--- src/rtl/riscv_multicycle_controller.sv ---
// rtl/riscv_multicycle_controller.sv - multicycle RISC-V control FSM with ALU and immediate decoders
module riscv_multicycle_controller #(
  parameter int STATE_W  = 4,
  parameter bit ERR_TRAP = 1'b1
) (
  input  logic               clk,
  input  logic               rst_n,
  input  logic [6:0]         op,
  input  logic [2:0]         funct3,
  input  logic               funct7b5,
  input  logic               zero,
  output logic               pc_write,
  output logic               adr_src,
  output logic               mem_write,
  output logic               ir_write,
  output logic [1:0]         result_src,
  output logic [1:0]         alu_src_a,
  output logic [1:0]         alu_src_b,
  output logic               reg_write,
  output logic [1:0]         imm_src,
  output logic [2:0]         alu_control,
  output logic               illegal,
  output logic [STATE_W-1:0] state_o
);

  typedef enum logic [3:0] {
    S_FETCH    = 4'd0,
    S_DECODE   = 4'd1,
    S_MEMADR   = 4'd2,
    S_MEMREAD  = 4'd3,
    S_MEMWB    = 4'd4,
    S_MEMWRITE = 4'd5,
    S_EXECR    = 4'd6,
    S_EXECI    = 4'd7,
    S_ALUWB    = 4'd8,
    S_JAL      = 4'd9,
    S_BEQ      = 4'd10,
    S_ERROR    = 4'd11
  } state_t;

  localparam logic [6:0] OP_LW  = 7'b0000011;
  localparam logic [6:0] OP_SW  = 7'b0100011;
  localparam logic [6:0] OP_R   = 7'b0110011;
  localparam logic [6:0] OP_I   = 7'b0010011;
  localparam logic [6:0] OP_JAL = 7'b1101111;
  localparam logic [6:0] OP_BEQ = 7'b1100011;

  state_t     state;
  logic [1:0] alu_op;
  logic       branch;
  logic       pc_update;
  logic       ir_write_raw;
  logic       mem_write_raw;
  logic       reg_write_raw;

  always_ff @(posedge clk or negedge rst_n) begin
    if (!rst_n) begin
      state <= S_FETCH;
    end else begin
      case (state)
        S_FETCH:  state <= S_DECODE;
        S_DECODE: begin
          case (op)
            OP_LW, OP_SW: state <= S_MEMADR;
            OP_R:         state <= S_EXECR;
            OP_I:         state <= S_EXECI;
            OP_JAL:       state <= S_JAL;
            OP_BEQ:       state <= S_BEQ;
            default:      state <= ERR_TRAP ? S_ERROR : S_FETCH;
          endcase
        end
        S_MEMADR:                   state <= (op == OP_LW) ? S_MEMREAD : S_MEMWRITE;
        S_MEMREAD:                  state <= S_MEMWB;
        S_EXECR, S_EXECI, S_JAL:    state <= S_ALUWB;
        S_ERROR:                    state <= S_ERROR;
        default:                    state <= S_FETCH;
      endcase
    end
  end

  always_comb begin
    adr_src       = 1'b0;
    ir_write_raw  = 1'b0;
    mem_write_raw = 1'b0;
    reg_write_raw = 1'b0;
    result_src    = 2'b00;
    alu_src_a     = 2'b00;
    alu_src_b     = 2'b00;
    alu_op        = 2'b00;
    branch        = 1'b0;
    pc_update     = 1'b0;
    illegal       = 1'b0;
    case (state)
      S_FETCH: begin
        ir_write_raw = 1'b1;
        alu_src_b    = 2'b10;
        result_src   = 2'b10;
        pc_update    = 1'b1;
      end
      S_DECODE: begin
        alu_src_a = 2'b01;
        alu_src_b = 2'b01;
      end
      S_MEMADR: begin
        alu_src_a = 2'b10;
        alu_src_b = 2'b01;
      end
      S_MEMREAD: adr_src = 1'b1;
      S_MEMWB: begin
        result_src    = 2'b01;
        reg_write_raw = 1'b1;
      end
      S_MEMWRITE: begin
        adr_src       = 1'b1;
        mem_write_raw = 1'b1;
      end
      S_EXECR: begin
        alu_src_a = 2'b10;
        alu_op    = 2'b10;
      end
      S_EXECI: begin
        alu_src_a = 2'b10;
        alu_src_b = 2'b01;
        alu_op    = 2'b10;
      end
      S_ALUWB: reg_write_raw = 1'b1;
      S_JAL: begin
        alu_src_a = 2'b01;
        alu_src_b = 2'b10;
        pc_update = 1'b1;
      end
      S_BEQ: begin
        alu_src_a = 2'b10;
        alu_op    = 2'b01;
        branch    = 1'b1;
      end
      S_ERROR: illegal = 1'b1;
      default: ;
    endcase
  end

  // Write enables are held off for the whole time reset is asserted, even though FETCH drives them.
  assign pc_write  = rst_n & (pc_update | (branch & zero));
  assign ir_write  = rst_n & ir_write_raw;
  assign mem_write = rst_n & mem_write_raw;
  assign reg_write = rst_n & reg_write_raw;

  always_comb begin
    alu_control = 3'b000;
    case (alu_op)
      2'b00: alu_control = 3'b000;
      2'b01: alu_control = 3'b001;
      default: begin
        case (funct3)
          // Only R-type (op[5] = 1) uses funct7b5 to pick sub; addi ignores it.
          3'b000:  alu_control = ({op[5], funct7b5} == 2'b11) ? 3'b001 : 3'b000;
          3'b010:  alu_control = 3'b101;
          3'b110:  alu_control = 3'b011;
          3'b111:  alu_control = 3'b010;
          default: alu_control = 3'b000;
        endcase
      end
    endcase
  end

  always_comb begin
    imm_src = 2'b00;
    case (op)
      OP_SW:   imm_src = 2'b01;
      OP_BEQ:  imm_src = 2'b10;
      OP_JAL:  imm_src = 2'b11;
      default: imm_src = 2'b00;
    endcase
  end

  assign state_o = STATE_W'(state);

endmodule

--- config.mk ---
export PLATFORM = sky130hd
export DESIGN_NAME = riscv_multicycle_controller
export DESIGN_NICKNAME = d
export VERILOG_FILES = /design/src/rtl/riscv_multicycle_controller.sv
export SDC_FILE = /design/constraint.sdc
export NUM_CORES = 1
export LEC_CHECK = 0
export CAP_MARGIN = 20
export CORE_UTILIZATION = 30
export CTS_CLUSTER_DIAMETER = 100
export DETAILED_ROUTE_END_ITERATION = 7
export PLACE_DENSITY = 0.67
export REMOVE_ABC_BUFFERS = 1
export SLEW_MARGIN = 10
export SYNTH_ARGS = -nofsm -noshare
export SYNTH_HDL_FRONTEND = slang
export SYNTH_SLANG_ARGS = --single-unit
--- constraint.sdc ---
create_clock -name clk -period 1.8 [get_ports clk]
set_input_delay 0.36 -clock clk [delete_from_list [all_inputs] [get_ports clk]]
set_output_delay 0.36 -clock clk [all_outputs]
set_load 0.02 [all_outputs]
==> implementation parameters <==
Parameter                              Value

Status
  Status    finished, final reports clean

Synth
  Commonest cells in the netlist    sky130_fd_sc_hd__nor3_1 (7), sky130_fd_sc_hd__nand2_1 (6), sky130_fd_sc_hd__nor2_1 (6)
  Synthesized instance count    76
  Number of synthesis warnings    0
  Netlist cell types    37
  Area share of the leading cell type in the synthesized netlist    0.171
  Number of synthesized register bits    4
  Async SR Flop Fraction    1.00
  Number of flops mapped to enable cells by yosys    0
  Library cell occupying the most area in the post-synthesis netlist    sky130_fd_sc_hd__dfrtp_1
  Share of the yosys chip area belonging to registers    0.171
  Prevailing post-synth register cell    sky130_fd_sc_hd__dfrtp_1
  Top cells by area, synth    sky130_fd_sc_hd__dfrtp_1 (17%), sky130_fd_sc_hd__nor3_1 (6.0%), sky130_fd_sc_hd__nand2b_1 (5.4%)
  Leading cell type by number of instances after synthesis    sky130_fd_sc_hd__nor3_1
  Synth Area per Inst    7.69 um^2
  Cell Area, Synth    584 um^2

Power
  Maximum VDD drop    approximately 580 uV
  Power density relative to cell area    1600 mW/mm^2
  Leakage power figure    around 0.58 nW
  Power Total    1.74 mW

STA
  Unrepaired setup endpoints after global routing    no
  Clock period minus worst slack    1.76 ns
  Peak clock frequency supported by timing    0.569 GHz
  Max-slew violation count    0
  Skew final    0.000233 ns
  Least-Margin Pin Slew    0.229 ns
  Final setup violating endpoints    0
  Share of the clock period used by the worst path after layout    0.976
  Slew margin rel.    0.846
  Hold Vio Cnt, Final    0

Critical path
  Type of the setup path with the least slack    reg -> out
  CP arrival    1.40 ns
  Critical Path End Type    primary output
  Cell family with most CP delay    flip-flops
  Cells traversed along the worst timing path    buf_4, xnor2_1, nor3b_1, buf_2
  Highest net fanout along the worst path    6
  Standard cell with the maximum stage delay on the critical path    sky130_fd_sc_hd__dfrtp_2
  Largest incremental delay on the critical path    0.45 ns
  Critical path data required time    1.44 ns
  Number of buffers and inverters on the critical path    2
  Startpoint type of the worst setup path    flop

Drt
  Residual antenna-violating net count after detailed routing    0
  Met2 routed WL    972 um
  Number of iterations in the first detailed-routing pass    4
  Total detailed-routing wirelength    1860 um
  Uppermost layer routed    met3
  Detailed route wirelength on metal3    85 um
  DR vias    774
  Vias per cell    4.90
  Residual DRC    0
  First DRT Iteration DRCs    10
  Routed length per placed instance    11.8 um
  Met1 Routed Length    803 um

Floorplan
  Die extent in y    46.1 um
  Effective utilization at floorplan    0.328
  Top-level port count    35
  Cell row count    15
  Area inside the core boundary    ~0.0018 mm^2
  Die Span X    around 46 um
  Die Footprint    0.00213 mm^2

Layout
  Largest register FFs    4
  Core Util, Final    0.607
  Ant diodes    0
  Ratio of cells with drive above 1 in the final layout    0.398
  Final-stage net count    149
  Signed area change from the synthesized netlist to the final layout    85.2%

Clocking
  H-tree depth    1
  Clock buffer count from CTS    3
  Clock insertion delay at the later pin of the skew report    0.23 ns
  # hold bufs at CTS    0
  CTS tree    done
  Clock buffer depth    2
  Total number of clock tree sinks    4
  Reg clk slew, reported paths    0.04 ns
  Clock root buffer    sky130_fd_sc_hd__clkbuf_4

Placement
  Gp weighted congestion    about 0.76
  Port Buffer Count    34
  HPWL Detailed    ~1400 um

Global route
  Vias in the first global route    691
  Largest net degree at the start of global routing    12
  Wire length of the first global-routing pass    2840 um
  Grt total ovfl    0
  Antenna violations before repair    0
  Total GRT Usage    0.184

Min path
  Class of the most critical hold timing path    in -> async

Job
  # Max-Cap Violations    0
==> worst paths after layout <==
check	slack [ns]	to	from	cells past startpoint
worst min-delay path	0.51	state_o[3]	rst_n	2
worst min register to register	0.77	state_o[2]	state_o[1]	2
max in group asynchronous	1.18	state_o[2]	rst_n	2
min in group clk	0.65	state_o[0]	op[2]	5
worst max-delay path	0.04	adr_src	state_o[2]	4
worst max register to register	0.51	state_o[1]	state_o[0]	4
==> power breakdown <==
| group | switching, mW | total (mW) | internal [mW] |
|---|---|---|---|
| Combinational | 0.726 | 1.42 | 0.694 |
| Clock | 0.0340 | 0.108 | 0.0744 |
| Sequential | 0.0677 | 0.209 | 0.141 |
| Total | 0.827 | 1.74 | 0.910 |
==> final cells by class <==
| class | count | area (um^2) |
|---|---|---|
| timing repair buffer | 61 | 483 |
| sequential | 4 | 103 |
| inverter | 3 | 11.3 |
| multi-input combinational | 62 | 432 |
| clock buffer | 3 | 22.5 |
| fill | 174 | 701 |
| tap | 25 | 31.3 |
==> layout by cell type (no fill, tap or decap), types with 3 or more instances in the layout <==
master / instances
sky130_fd_sc_hd__a21oi_1: 4
sky130_fd_sc_hd__buf_2: 12
sky130_fd_sc_hd__buf_4: 28
sky130_fd_sc_hd__clkbuf_4: 3
sky130_fd_sc_hd__clkdlybuf4s50_1: 5
sky130_fd_sc_hd__dlygate4sd2_1: 7
sky130_fd_sc_hd__dlymetal6s2s_1: 6
sky130_fd_sc_hd__inv_1: 3
sky130_fd_sc_hd__nand2_1: 6
sky130_fd_sc_hd__nand2b_1: 5
sky130_fd_sc_hd__nor2_1: 6
sky130_fd_sc_hd__nor3_1: 7
sky130_fd_sc_hd__xnor2_1: 3
==> logic make-up after synthesis <==
logic type                share of synthesized area
DFF                                           0.171
and+or+nand+nor                               0.450
buffers and inverters                         0.120
AOI/OAI and AO/OA                             0.199
xor gates and xnor gates                     0.0600
==> stage by stage <==
stage	std cells	setup WS [ns]	hold slack (ns)	area [um^2]	TNS (ns)
4_1_cts	158	0.000785	0.498	1110	0
3_3_place_gp	154	-0.518	0.743	1090	-3.99
2_1_floorplan	69	-0.138	0.0644	526	-0.293
3_5_place_dp	154	-0.549	0.737	1090	-4.17
6_report	158	0.0437	0.508	1080	0
5_1_grt	158	0.000472	0.513	1080	0
==> per-layer routing <==
metal / GRT usage / vias up
met5: 0 / -
li1: - / 393
met3: 0.0235 / 0
met4: 0.0588 / 0
met2: 0.358 / 27
met1: 0.200 / 354
==> worst register-to-register path, stage by stage, from the launching register on <==
cell                      delay (ns)
sky130_fd_sc_hd__dfrtp_1        0.40
sky130_fd_sc_hd__and2b_4        0.22
sky130_fd_sc_hd__buf_4          0.12
sky130_fd_sc_hd__and3_1         0.17
sky130_fd_sc_hd__o31a_1         0.27
==> what timing repair did <==
action	CTS	global route
gates resized for setup	73	18
buffers inserted	1	0
pin swaps	1	4
setup endpoints to repair	20	17
Note: power is estimated with default switching activity, not from simulation.
